--- config.mk ---
export PLATFORM = sky130hd
export DESIGN_NAME = npc_pc_unit_flat
export DESIGN_NICKNAME = d
export VERILOG_FILES = /design/src/rtl/npc_pc_unit_if.sv /design/src/rtl/npc_pc_unit.sv /design/src/flat_wrapper.sv
export SDC_FILE = /design/constraint.sdc
export NUM_CORES = 1
export LEC_CHECK = 0
export ABC_AREA = 1
export CORE_MARGIN = 4
export CORE_UTILIZATION = 38
export DETAILED_ROUTE_END_ITERATION = 10
export DONT_BUFFER_PORTS = 1
export MAX_ROUTING_LAYER = met4
export PLACE_DENSITY = 0.61
export SLEW_MARGIN = 20
export SYNTH_ARGS = -nofsm -noshare
export SYNTH_HDL_FRONTEND = slang
export SYNTH_SLANG_ARGS = --single-unit
--- constraint.sdc ---
create_clock -name clk -period 2.05 [get_ports clk]
set_clock_uncertainty 0.15 [all_clocks]
set_input_delay 0.41 -clock clk [delete_from_list [all_inputs] [get_ports clk]]
set_output_delay 0.41 -clock clk [all_outputs]
set_load 0.1 [all_outputs]
--- src/rtl/npc_pc_unit_if.sv ---
// -----------------------------------------------------------------------------
// npc_pc_unit_if
//
// Instruction-fetch request port of the program-counter unit. The PC unit
// drives a fetch address with a valid flag. The fetch side accepts the
// address with ready.
//
// Signals:
//   pc_o      XLEN  current fetch PC (driven by the PC unit)
//   if_valid  1     pc_o is a valid fetch request
//   if_ready  1     fetch side accepts pc_o this cycle
//
// Modports:
//   master  PC unit side  (drives pc_o / if_valid, samples if_ready)
//   slave   fetch side    (samples pc_o / if_valid, drives if_ready)
// -----------------------------------------------------------------------------
interface npc_pc_unit_if #(
    parameter int XLEN = 32
);
    logic [XLEN-1:0] pc_o;
    logic            if_valid;
    logic            if_ready;

    modport master (output pc_o, output if_valid, input if_ready);
    modport slave  (input pc_o, input if_valid, output if_ready);
endinterface

--- src/rtl/npc_pc_unit.sv ---
// -----------------------------------------------------------------------------
// npc_pc_unit
//
// Program-counter unit for the single-issue core. The unit holds the
// architectural PC. It selects the next PC from one of these sources:
//   - sequential (pc+4)
//   - branch
//   - jump-register
//   - trap
//   - trap-return
// It presents the PC to instruction fetch under a valid/ready handshake.
// A redirect that arrives while fetch cannot advance is captured. The
// captured redirect is applied on the next advance. A BOOT/RUN/HALT state
// machine gates the fetch port.
//
// Parameters:
//   XLEN      PC / target width (>= 16, even)
//   RESET_PC  PC loaded at reset (truncated to XLEN)
//   TRAP_VEC  trap-entry target (truncated to XLEN)
//
// Ports:
//   clk            clock, rising edge
//   rstn           asynchronous active-low reset
//   npc_sel[2:0]   next-PC source:
//                    000 pc+4
//                    001 pc+br_off
//                    010 jr
//                    011 trap
//                    100 epc
//   redirect       npc_sel is meaningful this cycle
//   br_off         signed branch offset, relative to pc_o
//   jr_base/jr_off jump-register operands
//   epc            trap-return address
//   stall          pipeline hold; the PC must not advance
//   halt_req       level request to stop fetch
//   resume         pulse; leave HALT
//   fetch          fetch port (pc_o, if_valid out; if_ready in)
//   redirect_pend  a captured redirect awaits application
//   sel_err        one-cycle pulse after a reserved npc_sel with redirect=1
//   halted         the state machine is in HALT
//
// Build option NPC_MISALIGN_TRAP_EN:
//   Defined:
//     A non-trap redirect target with bits[1:0] != 0 is replaced by
//     TRAP_VEC. Two extra ports are present:
//       misalign  registered pulse
//       bad_addr  last offending target
//   Undefined:
//     Redirect targets have bits[1:0] forced to 00.
// -----------------------------------------------------------------------------
module npc_pc_unit #(
    parameter int          XLEN     = 32,
    parameter logic [31:0] RESET_PC = 32'h0000_0000,
    parameter logic [31:0] TRAP_VEC = 32'h0000_0100
) (
    input  logic            clk,
    input  logic            rstn,
    input  logic [2:0]      npc_sel,
    input  logic            redirect,
    input  logic [XLEN-1:0] br_off,
    input  logic [XLEN-1:0] jr_base,
    input  logic [XLEN-1:0] jr_off,
    input  logic [XLEN-1:0] epc,
    input  logic            stall,
    input  logic            halt_req,
    input  logic            resume,
    npc_pc_unit_if.master   fetch,
    output logic            redirect_pend,
    output logic            sel_err,
    output logic            halted
`ifdef NPC_MISALIGN_TRAP_EN
    ,
    output logic            misalign,
    output logic [XLEN-1:0] bad_addr
`endif
);

    localparam logic [XLEN-1:0] RESET_PC_X = XLEN'(RESET_PC);
    localparam logic [XLEN-1:0] TRAP_VEC_X = XLEN'(TRAP_VEC);
    localparam logic [XLEN-1:0] PC_STEP    = XLEN'(4);
    localparam logic [XLEN-1:0] BIT0_MASK  = ~(XLEN'(1));
`ifndef NPC_MISALIGN_TRAP_EN
    localparam logic [XLEN-1:0] ALIGN_MASK = ~(XLEN'(3));
`endif

    localparam logic [2:0] SEL_SEQ  = 3'b000;
    localparam logic [2:0] SEL_BR   = 3'b001;
    localparam logic [2:0] SEL_JR   = 3'b010;
    localparam logic [2:0] SEL_TRAP = 3'b011;
    localparam logic [2:0] SEL_EPC  = 3'b100;

    localparam logic [1:0] S_BOOT = 2'd0;
    localparam logic [1:0] S_RUN  = 2'd1;
    localparam logic [1:0] S_HALT = 2'd2;

    logic [1:0]      state_q;
    logic [1:0]      state_nxt;
    logic [XLEN-1:0] pc_q;
    logic [XLEN-1:0] pc_inc;
    logic [XLEN-1:0] pend_pc_q;
    logic            pend_trap_q;
    logic            if_valid_q;
    logic            adv;

    logic [XLEN-1:0] jr_sum;
    logic [XLEN-1:0] raw_tgt;
    logic [XLEN-1:0] new_tgt;
    logic [XLEN-1:0] eff_tgt;
    logic            sel_ok;
    logic            sel_rsvd;
    logic            req_trap;
    logic            new_trap;
    logic            take_new;
    logic            eff_pend;
    logic            eff_trap;
`ifdef NPC_MISALIGN_TRAP_EN
    logic            mis_hit;
`endif

    assign fetch.pc_o     = pc_q;
    assign fetch.if_valid = if_valid_q;

    assign adv    = if_valid_q & fetch.if_ready & ~stall;
    assign pc_inc = pc_q + PC_STEP;
    assign jr_sum = jr_base + jr_off;

    // Raw redirect target and decode of npc_sel.
    always_comb begin
        // NOTE: every signal written here gets a default first, so no path
        // leaves it unassigned and no latch is inferred.
        raw_tgt  = pc_inc;
        sel_ok   = 1'b0;
        sel_rsvd = 1'b0;
        req_trap = 1'b0;
        case (npc_sel)
            SEL_SEQ: sel_ok = 1'b0;
            SEL_BR: begin
                raw_tgt = pc_q + br_off;
                sel_ok  = 1'b1;
            end
            SEL_JR: begin
                raw_tgt = jr_sum & BIT0_MASK;
                sel_ok  = 1'b1;
            end
            SEL_TRAP: begin
                raw_tgt  = TRAP_VEC_X;
                sel_ok   = 1'b1;
                req_trap = 1'b1;
            end
            SEL_EPC: begin
                raw_tgt = epc;
                sel_ok  = 1'b1;
            end
            default: sel_rsvd = 1'b1;
        endcase
    end

`ifdef NPC_MISALIGN_TRAP_EN
    // A misaligned non-trap target becomes a trap entry. It therefore also
    // takes trap priority over later redirects.
    assign mis_hit  = redirect & sel_ok & ~req_trap & (raw_tgt[1:0] != 2'b00);
    assign new_tgt  = mis_hit ? TRAP_VEC_X : raw_tgt;
    assign new_trap = req_trap | mis_hit;
`else
    assign new_tgt  = raw_tgt & ALIGN_MASK;
    assign new_trap = req_trap;
`endif

    // Merge the incoming redirect with any pending one. The newer redirect
    // wins, except that a pending trap is never displaced by a non-trap
    // redirect. The merged view is what an advance in this cycle applies.
    // This also covers a redirect in the same cycle as the advance.
    assign take_new = redirect & sel_ok & (new_trap | ~pend_trap_q);
    assign eff_pend = take_new | redirect_pend;
    assign eff_tgt  = take_new ? new_tgt  : pend_pc_q;
    assign eff_trap = take_new ? new_trap : pend_trap_q;

    // Halt control. In RUN, if_valid is high, so a halt waits for the current
    // request to be accepted. resume takes precedence over halt_req in HALT.
    always_comb begin
        state_nxt = state_q;
        case (state_q)
            S_BOOT: state_nxt = S_RUN;
            S_RUN:  if (halt_req && adv) state_nxt = S_HALT;
            S_HALT: if (resume) state_nxt = S_RUN;
            default: state_nxt = S_BOOT;
        endcase
    end

    always_ff @(posedge clk or negedge rstn) begin
        if (!rstn) begin
            state_q       <= S_BOOT;
            if_valid_q    <= 1'b0;
            halted        <= 1'b0;
            sel_err       <= 1'b0;
            pc_q          <= RESET_PC_X;
            pend_pc_q     <= RESET_PC_X;
            pend_trap_q   <= 1'b0;
            redirect_pend <= 1'b0;
        end else begin
            // NOTE: sequential state uses non-blocking assignments, so every
            // flop samples pre-edge values regardless of statement order.
            state_q    <= state_nxt;
            if_valid_q <= (state_nxt == S_RUN);
            halted     <= (state_nxt == S_HALT);
            sel_err    <= redirect & sel_rsvd;
            pend_pc_q  <= eff_tgt;
            if (adv) begin
                pc_q          <= eff_pend ? eff_tgt : pc_inc;
                redirect_pend <= 1'b0;
                pend_trap_q   <= 1'b0;
            end else begin
                redirect_pend <= eff_pend;
                pend_trap_q   <= eff_trap;
            end
        end
    end

`ifdef NPC_MISALIGN_TRAP_EN
    always_ff @(posedge clk or negedge rstn) begin
        if (!rstn) begin
            misalign <= 1'b0;
            bad_addr <= '0;
        end else begin
            misalign <= mis_hit;
            if (mis_hit) begin
                bad_addr <= raw_tgt;
            end
        end
    end
`endif

endmodule

--- src/flat_wrapper.sv ---
// flat-port wrapper written by rule: the top's interface ports become plain ports
module npc_pc_unit_flat 
#(
    parameter int          XLEN     = 32,
    parameter logic [31:0] RESET_PC = 32'h0000_0000,
    parameter logic [31:0] TRAP_VEC = 32'h0000_0100
)
  (clk, rstn, npc_sel, redirect, br_off, jr_base, jr_off, epc, stall, halt_req, resume, redirect_pend, sel_err, halted, fetch_pc_o, fetch_if_valid, fetch_if_ready);
  npc_pc_unit_if #(.XLEN(XLEN)) fetch_i ();
  input  logic clk;
  input  logic rstn;
  input  logic [2:0] npc_sel;
  input  logic redirect;
  input  logic [XLEN-1:0] br_off;
  input  logic [XLEN-1:0] jr_base;
  input  logic [XLEN-1:0] jr_off;
  input  logic [XLEN-1:0] epc;
  input  logic stall;
  input  logic halt_req;
  input  logic resume;
  output logic redirect_pend;
  output logic sel_err;
  output logic halted;
  output wire logic [$bits(fetch_i.pc_o)-1:0] fetch_pc_o;
  output wire logic [$bits(fetch_i.if_valid)-1:0] fetch_if_valid;
  input wire logic [$bits(fetch_i.if_ready)-1:0] fetch_if_ready;
  assign fetch_pc_o = fetch_i.pc_o;
  assign fetch_if_valid = fetch_i.if_valid;
  assign fetch_i.if_ready = fetch_if_ready;
  npc_pc_unit #(.XLEN(XLEN), .RESET_PC(RESET_PC), .TRAP_VEC(TRAP_VEC)) u_core (.clk(clk), .rstn(rstn), .npc_sel(npc_sel), .redirect(redirect), .br_off(br_off), .jr_base(jr_base), .jr_off(jr_off), .epc(epc), .stall(stall), .halt_req(halt_req), .resume(resume), .fetch(fetch_i), .redirect_pend(redirect_pend), .sel_err(sel_err), .halted(halted));
endmodule
# Yosys cells after proc, flatten, opt, wreduce, memory -nomap -nowiden
# Cells that the tools add are included.
# word_totals
input_bits,138
reg_bits,71
wordCells,46
output_inout_bits,36
# op_classes
mux,12
add_sub_neg,3
n_eq_ne,8
bitwise,9
reduce_logical,6
# op_table
operator,n
$pmux 32 s4,1
$add 32x32->32,2
$mux 32,2
$add 32x3->32 const B,1
$eq 3x2->1 const B,2
$mux 1,6
$pmux 2 s3,1
$and 1x1->1,5
$reduce_or 5->1,1
$eq 2x1->1 const B,2
$eq 2x2->1 const B,2
$mux 2,2
$reduce_or 4->1,1
$eq 3x1->1 const B,1
$eq 3x3->1 const B,1
$logic_not 3->1,1
$logic_not 2->1,1
$not 1->1,2
$or 1x1->1,2
$reduce_bool 2->1,1
$logic_and 1x1->1,1

# Longest topological paths before layout
# Gate-level depths: netlist of run 1.
# depth
depth_word,7
depth_mapped,18
mapped_depth_nobuf,18

# Worst setup path before layout of run 1
# OpenSTA, ideal clock, no wires.
# synth_path
path_type,reg-to-reg
startpoint,reg u_core.pc_q[12] (netlist: u_core.fetch.pc_o[12])
endpoint,reg u_core.pc_q[13] (netlist: u_core.fetch.pc_o[13])
setup_ns,0.121
t_required_ns,1.779
synth_period_minus_slack_ns,2.812
setup_slack_ns,-0.762
arrival_ns,2.542
path_buffers,0
stages_incl_launch_ff,15
cell_sequence,dfrtp_1 ha_1 nand2_1 inv_1 nand2_1 inv_1 a21oi_1 nand2_1 or2_2 nand3_1 nand3_1 o21ai_0 inv_1 o21ai_1 nand2_1
# synth_between
elab_chain_cells,4
# synth_lines
element,line,text
"start, declared",npc_pc_unit.sv:98,logic [XLEN-1:0] pc_q;
"start signal, assigned",npc_pc_unit.sv:209,pc_q <= eff_pend ? eff_tgt : pc_inc;
$add 32x3->32 or $add 32x32->32 (tied branches),"npc_pc_unit.sv:124, npc_pc_unit.sv:138",
$pmux 32 s4 (*),npc_pc_unit.sv:135,case (npc_sel)
$mux 32 (*),npc_pc_unit.sv:175,assign eff_tgt = take_new ? new_tgt : pend_pc_q;
net u_core.eff_tgt[13],npc_pc_unit.sv:108,logic [XLEN-1:0] eff_tgt;
$mux 32 (*),npc_pc_unit.sv:209,
# The timed path passes the listed nets; every way through them passes the cells marked *.
# A chain may end at the register's enable or synchronous reset.

# Final worst setup path of run 1
# layout_path
startpoint,reg u_core.pc_q[12] (netlist: u_core.fetch.pc_o[12])
endpoint,reg u_core.pc_q[30] (netlist: u_core.fetch.pc_o[30])
# layout_between
elab_chain_cells,4
# layout_lines
element,line
$add 32x3->32 or $add 32x32->32 (tied branches),"npc_pc_unit.sv:124, npc_pc_unit.sv:138"
$pmux 32 s4,npc_pc_unit.sv:135
$mux 32,npc_pc_unit.sv:175
$mux 32 (*),npc_pc_unit.sv:209
# Mark *: on every way between the ends. The rest lies on a longest branch, timed or not.

==> impl_metrics.xml, run 1 <==
<?xml version="1.0" encoding="UTF-8"?>
<metrics>
  <group name="outcome">
    <metric name="run_status" unit="">finished with violations</metric>
    <metric name="failed_checks" unit="">hold timing, setup timing</metric>
  </group>
  <group name="final_layout">
    <metric name="synthToLayoutAreaGrowth" unit="%">48.7</metric>
    <metric name="layout-drive-gt1-share" unit="%">34.1</metric>
    <metric name="antennaDiodeCount" unit="">0</metric>
    <metric name="final_net_count" unit="">2043</metric>
    <metric name="register_area" unit="µm²">1880</metric>
    <metric name="commonest_non_fill_non_tap_cell_in_the_layout" unit="">sky130_fd_sc_hd__nand2_1</metric>
    <metric name="filler_cells_inserted" unit="">2159</metric>
    <metric name="multiInputGateArea" unit="µm²">7450</metric>
    <metric name="layout.cells.non_filler" unit="">2162</metric>
    <metric name="mostFrequentLayoutCells" unit="">487 x sky130_fd_sc_hd__nand2_1, 266 x sky130_fd_sc_hd__inv_1, 238 x sky130_fd_sc_hd__buf_4, 94 x sky130_fd_sc_hd__nand3_1, 92 x sky130_fd_sc_hd__nor2_1</metric>
  </group>
  <group name="route">
    <metric name="first_pass_iters" unit="">5</metric>
    <metric name="route.detailed.vias_per_inst" unit="">4.94</metric>
    <metric name="routedWlPerCell" unit="µm">15.8</metric>
    <metric name="vias" unit="">10682</metric>
    <metric name="detail_route.wirelength" unit="mm">34.2</metric>
    <metric name="drtAntennaViolNets" unit="">0</metric>
    <metric name="dr.max_layer_used" unit="">met4</metric>
    <metric name="m1WireLength" unit="mm">15.3</metric>
    <metric name="wl_met2" unit="mm">16.1</metric>
    <metric name="drc_violation_count_after_routing" unit="">0</metric>
    <metric name="drc_violation_total_after_the_first_tritonroute_iteration" unit="">735</metric>
    <metric name="met3WireLength" unit="mm">1.92</metric>
  </group>
  <group name="clocking">
    <metric name="worst_skew_pair_latency" unit="ps">350</metric>
    <metric name="cts_sink_cnt" unit="">71</metric>
    <metric name="cts.root.buffer_cell" unit="">sky130_fd_sc_hd__clkbuf_16</metric>
    <metric name="clkSlewWorstSetupHoldPaths" unit="ps">60</metric>
    <metric name="cts_inserted_buffers" unit="">9</metric>
    <metric name="cts_tree" unit="">built</metric>
    <metric name="maximum_number_of_buffers_from_clock_root_to_sink" unit="">2</metric>
    <metric name="htree_num_levels" unit="">3</metric>
  </group>
  <group name="floorplan">
    <metric name="die-width" unit="µm">161</metric>
    <metric name="design.portCount" unit="">174</metric>
    <metric name="starting_density_of_the_core" unit="%">39.0</metric>
    <metric name="rows" unit="">55</metric>
    <metric name="dieHeight" unit="µm">161</metric>
    <metric name="fp.coreArea" unit="µm²">22900</metric>
    <metric name="floorplan.die_area" unit="µm²">26100</metric>
  </group>
  <group name="yosys">
    <metric name="number_of_synthesized_flops_with_an_enable_pin" unit="">0</metric>
    <metric name="synth_top_cell_by_area" unit="">sky130_fd_sc_hd__nand2_1</metric>
    <metric name="ys_ff_latch" unit="">71</metric>
    <metric name="syn-instance-count" unit="">1594</metric>
    <metric name="post_synth_num_cell_types" unit="">49</metric>
    <metric name="synth_largest_type_area_fraction" unit="%">24.9</metric>
    <metric name="post_synth_instance_area" unit="µm²">8940</metric>
    <metric name="dominantRegCellSynth" unit="">sky130_fd_sc_hd__dfrtp_1</metric>
    <metric name="post_synth.cell_area_avg" unit="µm²">5.61</metric>
    <metric name="postSynthNetCount" unit="">1793</metric>
    <metric name="synth_area_leaders" unit="">sky130_fd_sc_hd__nand2_1 25%, sky130_fd_sc_hd__dfrtp_1 20%, sky130_fd_sc_hd__inv_1 12%</metric>
    <metric name="yosys_warnings" unit="">0</metric>
    <metric name="asyncSetResetFlopFracSynth" unit="%">100</metric>
    <metric name="synth-seq-area-share" unit="%">19.9</metric>
  </group>
  <group name="placement">
    <metric name="gpl.final_weighted_congestion" unit="">0.933</metric>
    <metric name="detailed_place_hpwl" unit="mm">27.1</metric>
    <metric name="minimum_setup_slack_after_placement" unit="ps">-423</metric>
    <metric name="number_of_buffers_added_on_ports" unit="">0</metric>
    <metric name="placedCellCount" unit="">2117</metric>
  </group>
  <group name="critical_path">
    <metric name="worstPathRequired" unit="ps">2140</metric>
    <metric name="slowest_stage" unit="">sky130_fd_sc_hd__dfrtp_4</metric>
    <metric name="timing.critical_path.to_type" unit="">flip-flop</metric>
    <metric name="worstPathMaxFanout" unit="">5</metric>
    <metric name="crit_chain" unit="">ha_4, nand2_4, buf_6, nor2_4, and3_4, nand2_4, nand2_4, nand2_2, nand2_1, nand2_1, nand3_2, nand3_2, nand2_2, nand3_2, nand2_1, nand2_1</metric>
    <metric name="start_kind" unit="">flip-flop</metric>
    <metric name="cpPeakStageDelay" unit="ps">500</metric>
    <metric name="worstPathArrival" unit="ps">2500</metric>
    <metric name="timing.setup.critical_path_class" unit="">flip-flop to flip-flop</metric>
    <metric name="crit_top_cell" unit="">sky130_fd_sc_hd__nand2_1</metric>
  </group>
  <group name="pwr">
    <metric name="static-leakage-power" unit="nW">6.96</metric>
    <metric name="report.power.total" unit="mW">13.7</metric>
    <metric name="p_per_area" unit="nW/µm²">1030</metric>
    <metric name="irDropWorstVdd" unit="µV">749</metric>
  </group>
  <group name="timing">
    <metric name="post-route-period-util" unit="%">118</metric>
    <metric name="max_freq" unit="GHz">0.415</metric>
    <metric name="timing.hold.ws" unit="ps">-399</metric>
    <metric name="report.final.hold_viol_count" unit="">71</metric>
    <metric name="post-route-min-period" unit="ps">2410</metric>
    <metric name="slew_headroom" unit="%">68.6</metric>
    <metric name="tightest_slew" unit="ps">467</metric>
    <metric name="final.setup.worst_slack" unit="ps">-361</metric>
    <metric name="total_count_of_max_transition_violations_in_the_final_report" unit="">0</metric>
    <metric name="grt_setup_unrepaired" unit="">yes</metric>
    <metric name="timing.final.setup_violations" unit="">57</metric>
  </group>
  <group name="grt">
    <metric name="grt_pass1_vias" unit="">10002</metric>
    <metric name="globalRouteTotalUtil" unit="%">25.3</metric>
    <metric name="pin_count_of_the_biggest_net_entering_global_routing" unit="">72</metric>
    <metric name="antenna_found_initial" unit="">0</metric>
    <metric name="global_route_wire_length_before_repair" unit="mm">51.2</metric>
    <metric name="gr-total-overflow" unit="">0</metric>
  </group>
  <group name="flow_run">
    <metric name="max_cap_viol_count" unit="">0</metric>
  </group>
  <group name="hold_path">
    <metric name="worst_hold_path_type" unit="">primary input to asynchronous set/reset pin</metric>
  </group>
</metrics>
critical path, delay by kind of cell, from the launching register on:
kind | cells | cell delay, ps
fa+ha+maj | 1 | 320
simple gates | 14 | 1220
buf+inv | 1 | 110
flops | 1 | 500
power by group:
part	total [mW]	internal [mW]	switching [mW]
logic	9.76	3.73	6.03
registers	2.19	1.90	0.294
clock network	1.74	1.06	0.682
metrics by stage:
stage | utilization [%] | instance area [µm²] | setup TNS (ps)
floorplan | - | 9660 | -4230
global placement | 51.5 | 11800 | -12870
detailed placement | 51.5 | 11800 | -14020
CTS | 55.1 | 12600 | -9050
global route | 58.1 | 13300 | -17170
finish | 58.1 | 13300 | -10700
logic make-up after synthesis:
logic type,after synthesis,synth area share [%]
buffers and inverters,320,13.7
xor gates and xnor gates,12,1.18
DFF,71,19.9
and+or+nand+nor,955,45.8
adders and majority gates,61,8.53
AOI/OAI and AO/OA,175,11.0
what timing repair did:
item	CTS	global route
pin swaps	44	91
endpoints found under the hold margin	71	71
setup endpoints to repair	53	59
buffers inserted	15	15
gates resized for setup	129	167
area by class of cell:
type / instances / area share (%)
Multi-Input combinational cell: 1203 / 56.0
Timing Repair Buffer: 264 / 16.1
Sequential cell: 71 / 14.2
Inverter: 295 / 8.42
Tap cell: 313 / 2.94
Clock buffer: 10 / 1.72
Clock inverter: 6 / 0.640
state kept, by name, indices dropped and copies added (netlist names):
name and count:
u_core.pend_trap_q 1, u_core.state_q 2, u_core.fetch.if_valid 1, u_core.pend_pc_q 32
u_core.fetch.pc_o 32, u_core.sel_err 1, u_core.halted 1, u_core.redirect_pend 1
final timing paths:
check | depth (start not counted) | start | end | slack, ps
max | 16 | u_core.fetch.pc_o[12]$_DFFE_PN0P_ | u_core.fetch.pc_o[30]$_DFFE_PN0P_ | -360
min | 0 | rstn | u_core.fetch.pc_o[26]$_DFFE_PN0P_ | -400
max reg2reg | 16 | u_core.fetch.pc_o[12]$_DFFE_PN0P_ | u_core.fetch.pc_o[30]$_DFFE_PN0P_ | -360
min reg2reg | 2 | u_core.pend_pc_q[29]$_DFF_PN0_ | u_core.pend_pc_q[29]$_DFF_PN0_ | 330
max in group asynchronous | 0 | rstn | u_core.fetch.pc_o[25]$_DFFE_PN0P_ | 2030
min in group clk | 2 | npc_sel[2] | u_core.sel_err$_DFF_PN0_ | 20
cells in the mapped netlist (4+ instances only):
master,number
sky130_fd_sc_hd__nor2_1,114
sky130_fd_sc_hd__and3_1,6
sky130_fd_sc_hd__dfrtp_1,71
sky130_fd_sc_hd__nand4_1,14
sky130_fd_sc_hd__nand3b_1,15
sky130_fd_sc_hd__a21boi_0,11
sky130_fd_sc_hd__nand2_2,5
sky130_fd_sc_hd__o21ai_1,14
sky130_fd_sc_hd__nand3_1,144
sky130_fd_sc_hd__o21bai_1,12
sky130_fd_sc_hd__nor3_1,21
sky130_fd_sc_hd__a21oi_1,77
sky130_fd_sc_hd__inv_1,292
sky130_fd_sc_hd__or2_2,19
sky130_fd_sc_hd__ha_1,61
sky130_fd_sc_hd__nand2_1,593
sky130_fd_sc_hd__buf_2,11
sky130_fd_sc_hd__xor2_1,9
sky130_fd_sc_hd__or2_1,6
sky130_fd_sc_hd__clkbuf_1,11
sky130_fd_sc_hd__nor2_4,4
sky130_fd_sc_hd__o21ai_0,44
per-layer routing:
layer / track usage (%) / vias to the layer above
met4: 5.85 / 0
met1: 33.6 / 4844
met5: - / -
met2: 41.5 / 290
li1: - / 5495
met3: 2.93 / 53
(Power assumes the default switching activity.)
==> inputs of run 2 (changes only) <==
Settings changed: PLACE_DENSITY 0.61 to 0.59.
Clock period 2.05 ns to 2.7 ns, I/O delays scaled along.
==> run 2 against run 1 <==
  * The run now ends clean
  * Sequential power decreased by 29%
  * Global-route usage decreased by 2.2 points
  * Sequential cell count unchanged
  * Die area unchanged
  * Combinational power decreased by 48%
  * First-iteration DRC count decreased by 25%
  * Wire length decreased by 13%
  * Register-to-register slack improved by 560 ps
  * Final cell count decreased by 9.2%
  * Via count decreased by 10%
  * Worst setup slack improved by 560 ps
  * Largest cell class unchanged
  * Largest power group unchanged
  * Highest routed layer unchanged
==> impl_metrics.xml, run 2 (synthesis results as in run 1) <==
<?xml version="1.0" encoding="UTF-8"?>
<metrics>
  <group name="outcome">
    <metric name="run_status" unit="">completed</metric>
  </group>
  <group name="final_layout">
    <metric name="layout-drive-gt1-share" unit="%">9.46</metric>
    <metric name="filler_cells_inserted" unit="">2511</metric>
    <metric name="mostFrequentLayoutCells" unit="">590 x sky130_fd_sc_hd__nand2_1, 292 x sky130_fd_sc_hd__inv_1, 143 x sky130_fd_sc_hd__nand3_1, 110 x sky130_fd_sc_hd__nor2_1, 77 x sky130_fd_sc_hd__a21oi_1</metric>
    <metric name="finalInstanceArea" unit="µm²">10200</metric>
    <metric name="layout.cells.non_filler" unit="">1963</metric>
    <metric name="register_area" unit="µm²">1790</metric>
    <metric name="final_net_count" unit="">1843</metric>
    <metric name="multiInputGateArea" unit="µm²">6060</metric>
    <metric name="synthToLayoutAreaGrowth" unit="%">13.8</metric>
    <metric name="commonest_non_fill_non_tap_cell_in_the_layout" unit="">sky130_fd_sc_hd__nand2_1</metric>
  </group>
  <group name="clocking">
    <metric name="cts_sink_cnt" unit="">71</metric>
    <metric name="cts_inserted_buffers" unit="">9</metric>
    <metric name="cts.root.buffer_cell" unit="">sky130_fd_sc_hd__clkbuf_16</metric>
    <metric name="cts_post_setup_buffers_inserted" unit="">0</metric>
    <metric name="cts_tree" unit="">built</metric>
    <metric name="clkSlewWorstSetupHoldPaths" unit="ps">60</metric>
    <metric name="htree_num_levels" unit="">3</metric>
    <metric name="maximum_number_of_buffers_from_clock_root_to_sink" unit="">2</metric>
    <metric name="worst_skew_pair_latency" unit="ps">340</metric>
  </group>
  <group name="floorplan">
    <metric name="starting_density_of_the_core" unit="%">39.0</metric>
    <metric name="design.portCount" unit="">174</metric>
    <metric name="floorplan.die_area" unit="µm²">26100</metric>
    <metric name="dieHeight" unit="µm">161</metric>
    <metric name="fp.coreArea" unit="µm²">22900</metric>
    <metric name="die-width" unit="µm">161</metric>
    <metric name="rows" unit="">55</metric>
  </group>
  <group name="timing">
    <metric name="total_count_of_max_transition_violations_in_the_final_report" unit="">0</metric>
    <metric name="grt_setup_unrepaired" unit="">no</metric>
    <metric name="max_freq" unit="GHz">0.400</metric>
    <metric name="timing.final.setup_violations" unit="">0</metric>
    <metric name="post-route-period-util" unit="%">92.7</metric>
    <metric name="final.setup.worst_slack" unit="ps">197</metric>
    <metric name="post-route-min-period" unit="ps">2500</metric>
    <metric name="slew_headroom" unit="%">41.8</metric>
    <metric name="totalNegativeSetupSlack" unit="ps">0</metric>
    <metric name="report.final.hold_viol_count" unit="">0</metric>
    <metric name="tightest_slew" unit="ps">873</metric>
  </group>
  <group name="pwr">
    <metric name="seq_power_share" unit="%">19.8</metric>
    <metric name="p_int" unit="mW">3.55</metric>
    <metric name="static-leakage-power" unit="nW">5.72</metric>
    <metric name="irDropWorstVdd" unit="µV">412</metric>
    <metric name="net-switching-power" unit="mW">4.34</metric>
    <metric name="power.share.clock" unit="%">15.8</metric>
    <metric name="netSwitchingFraction" unit="%">55.0</metric>
    <metric name="p_per_area" unit="nW/µm²">775</metric>
    <metric name="comb_power_share" unit="%">64.4</metric>
  </group>
  <group name="grt">
    <metric name="global_route_wire_length_before_repair" unit="mm">47.0</metric>
    <metric name="grt_pass1_vias" unit="">9111</metric>
    <metric name="pin_count_of_the_biggest_net_entering_global_routing" unit="">72</metric>
    <metric name="globalRouteTotalUtil" unit="%">23.1</metric>
    <metric name="antenna_found_initial" unit="">1</metric>
    <metric name="gr-total-overflow" unit="">0</metric>
  </group>
  <group name="route">
    <metric name="drtAntennaViolNets" unit="">0</metric>
    <metric name="m1WireLength" unit="mm">13.7</metric>
    <metric name="first_pass_iters" unit="">5</metric>
    <metric name="routedWlPerCell" unit="µm">15.1</metric>
    <metric name="drc_violation_total_after_the_first_tritonroute_iteration" unit="">552</metric>
    <metric name="dr.max_layer_used" unit="">met4</metric>
    <metric name="vias" unit="">9618</metric>
    <metric name="route.detailed.vias_per_inst" unit="">4.90</metric>
    <metric name="met3WireLength" unit="mm">1.87</metric>
    <metric name="wl_met2" unit="mm">13.8</metric>
    <metric name="drc_violation_count_after_routing" unit="">0</metric>
    <metric name="detail_route.wirelength" unit="mm">29.7</metric>
  </group>
  <group name="placement">
    <metric name="minimum_setup_slack_after_placement" unit="ps">25.4</metric>
    <metric name="detailed_place_hpwl" unit="mm">24.7</metric>
    <metric name="detailed_place.area" unit="µm²">9720</metric>
    <metric name="gpl.final_weighted_congestion" unit="">0.935</metric>
    <metric name="placedCellCount" unit="">1944</metric>
    <metric name="number_of_buffers_added_on_ports" unit="">0</metric>
  </group>
  <group name="critical_path">
    <metric name="start_kind" unit="">flip-flop</metric>
    <metric name="timing.critical_path.to_type" unit="">flip-flop</metric>
    <metric name="worstPathArrival" unit="ps">2580</metric>
    <metric name="timing.setup.critical_path_class" unit="">flip-flop to flip-flop</metric>
    <metric name="worstPathRequired" unit="ps">2780</metric>
    <metric name="worst_reg2reg_path_length_in_cells" unit="">15</metric>
    <metric name="worstPathMaxFanout" unit="">5</metric>
  </group>
  <group name="hold_path">
    <metric name="timing.hold.worst_path_depth" unit="">2</metric>
    <metric name="worst_hold_path_type" unit="">primary input to flip-flop</metric>
  </group>
  <group name="flow_run">
    <metric name="max_cap_viol_count" unit="">0</metric>
  </group>
</metrics>
## run 2: cell types whose count changed in the layout (fill, tap and decap cells not counted), moves of 28 or more
cell,delta
sky130_fd_sc_hd__nand3_2,-41
sky130_fd_sc_hd__nand2_2,-73
sky130_fd_sc_hd__ha_4,-28
sky130_fd_sc_hd__buf_4,-177
sky130_fd_sc_hd__nand2_1,+103
sky130_fd_sc_hd__nand2_4,-30
sky130_fd_sc_hd__nand3_1,+49
## run 2: area by class of cell
type                       count  share of cell area, %
inverter                     295                   10.9
antenna                        1                 0.0246
timing repair buffer          64                   5.07
clock inverter                 6                  0.676
clock buffer                  10                   2.35
multi-input combinational   1203                   59.5
sequential                    71                   17.6
tap                          313                   3.85
## run 2: metal layers
| metal | global-route usage (%) | vias to the layer above |
|---|---|---|
| li1 | - | 5086 |
| met1 | 30.4 | 4286 |
| met2 | 38.0 | 223 |
| met3 | 3.67 | 23 |
| met4 | 4.23 | 0 |
| met5 | - | - |
## run 2: per-stage QoR
step	util, %	hold slack [ps]	power [mW]
6_report	44.4	157	7.89
5_1_grt	44.4	165	8.55
4_1_cts	43.9	148	7.81
3_5_place_dp	42.4	101	6.50
3_3_place_gp	42.4	101	6.45
2_1_floorplan	-	94.4	5.28
## run 2: path summary, 6_finish.rpt
check / from / end / slack [ps]
min in group asynchronous: rstn / u_core.fetch.pc_o[17]$_DFFE_PN0P_ / 590
worst max-delay path: u_core.fetch.pc_o[8]$_DFFE_PN0P_ / u_core.fetch.pc_o[31]$_DFFE_PN0P_ / 200
worst min-delay path: npc_sel[2] / u_core.sel_err$_DFF_PN0_ / 160
worst min register to register: u_core.pend_pc_q[25]$_DFF_PN0_ / u_core.pend_pc_q[25]$_DFF_PN0_ / 330
worst max register to register: u_core.fetch.pc_o[8]$_DFFE_PN0P_ / u_core.fetch.pc_o[31]$_DFFE_PN0P_ / 200
max in group asynchronous: rstn / u_core.fetch.pc_o[2]$_DFFE_PN0P_ / 1470
## run 2: power by group through the flow
stage                     registers, mW  clock network [mW]  logic [mW]
after floorplan                    2.80                   0        2.47
after detailed placement           1.55                   0        4.95
after CTS                          1.54                1.28        5.00
after global placement             1.55                   0        4.90
after global routing               1.60                1.31        5.64
final                              1.56                1.24        5.08
## run 2: critical path, stage by stage, from the launching register on
cell and delay, ps:
sky130_fd_sc_hd__dfrtp_2 420, sky130_fd_sc_hd__ha_2 390, sky130_fd_sc_hd__nand2_2 90, sky130_fd_sc_hd__nor2_1 190, sky130_fd_sc_hd__and3_1 180, sky130_fd_sc_hd__nand2_1 60, sky130_fd_sc_hd__nand2_1 150, sky130_fd_sc_hd__nand2_1 100
sky130_fd_sc_hd__nand2_1 70, sky130_fd_sc_hd__nand2_1 50, sky130_fd_sc_hd__nand3_1 80, sky130_fd_sc_hd__nand3_1 90, sky130_fd_sc_hd__nand2_1 90, sky130_fd_sc_hd__nand3_1 150, sky130_fd_sc_hd__nand2_1 90, sky130_fd_sc_hd__nand2_1 40
## run 2: timing repair
item	CTS	global route
resized for setup	0	22
hold buffers	2	0
hold endpoints to repair	71	0
endpoints found under the setup margin	0	17
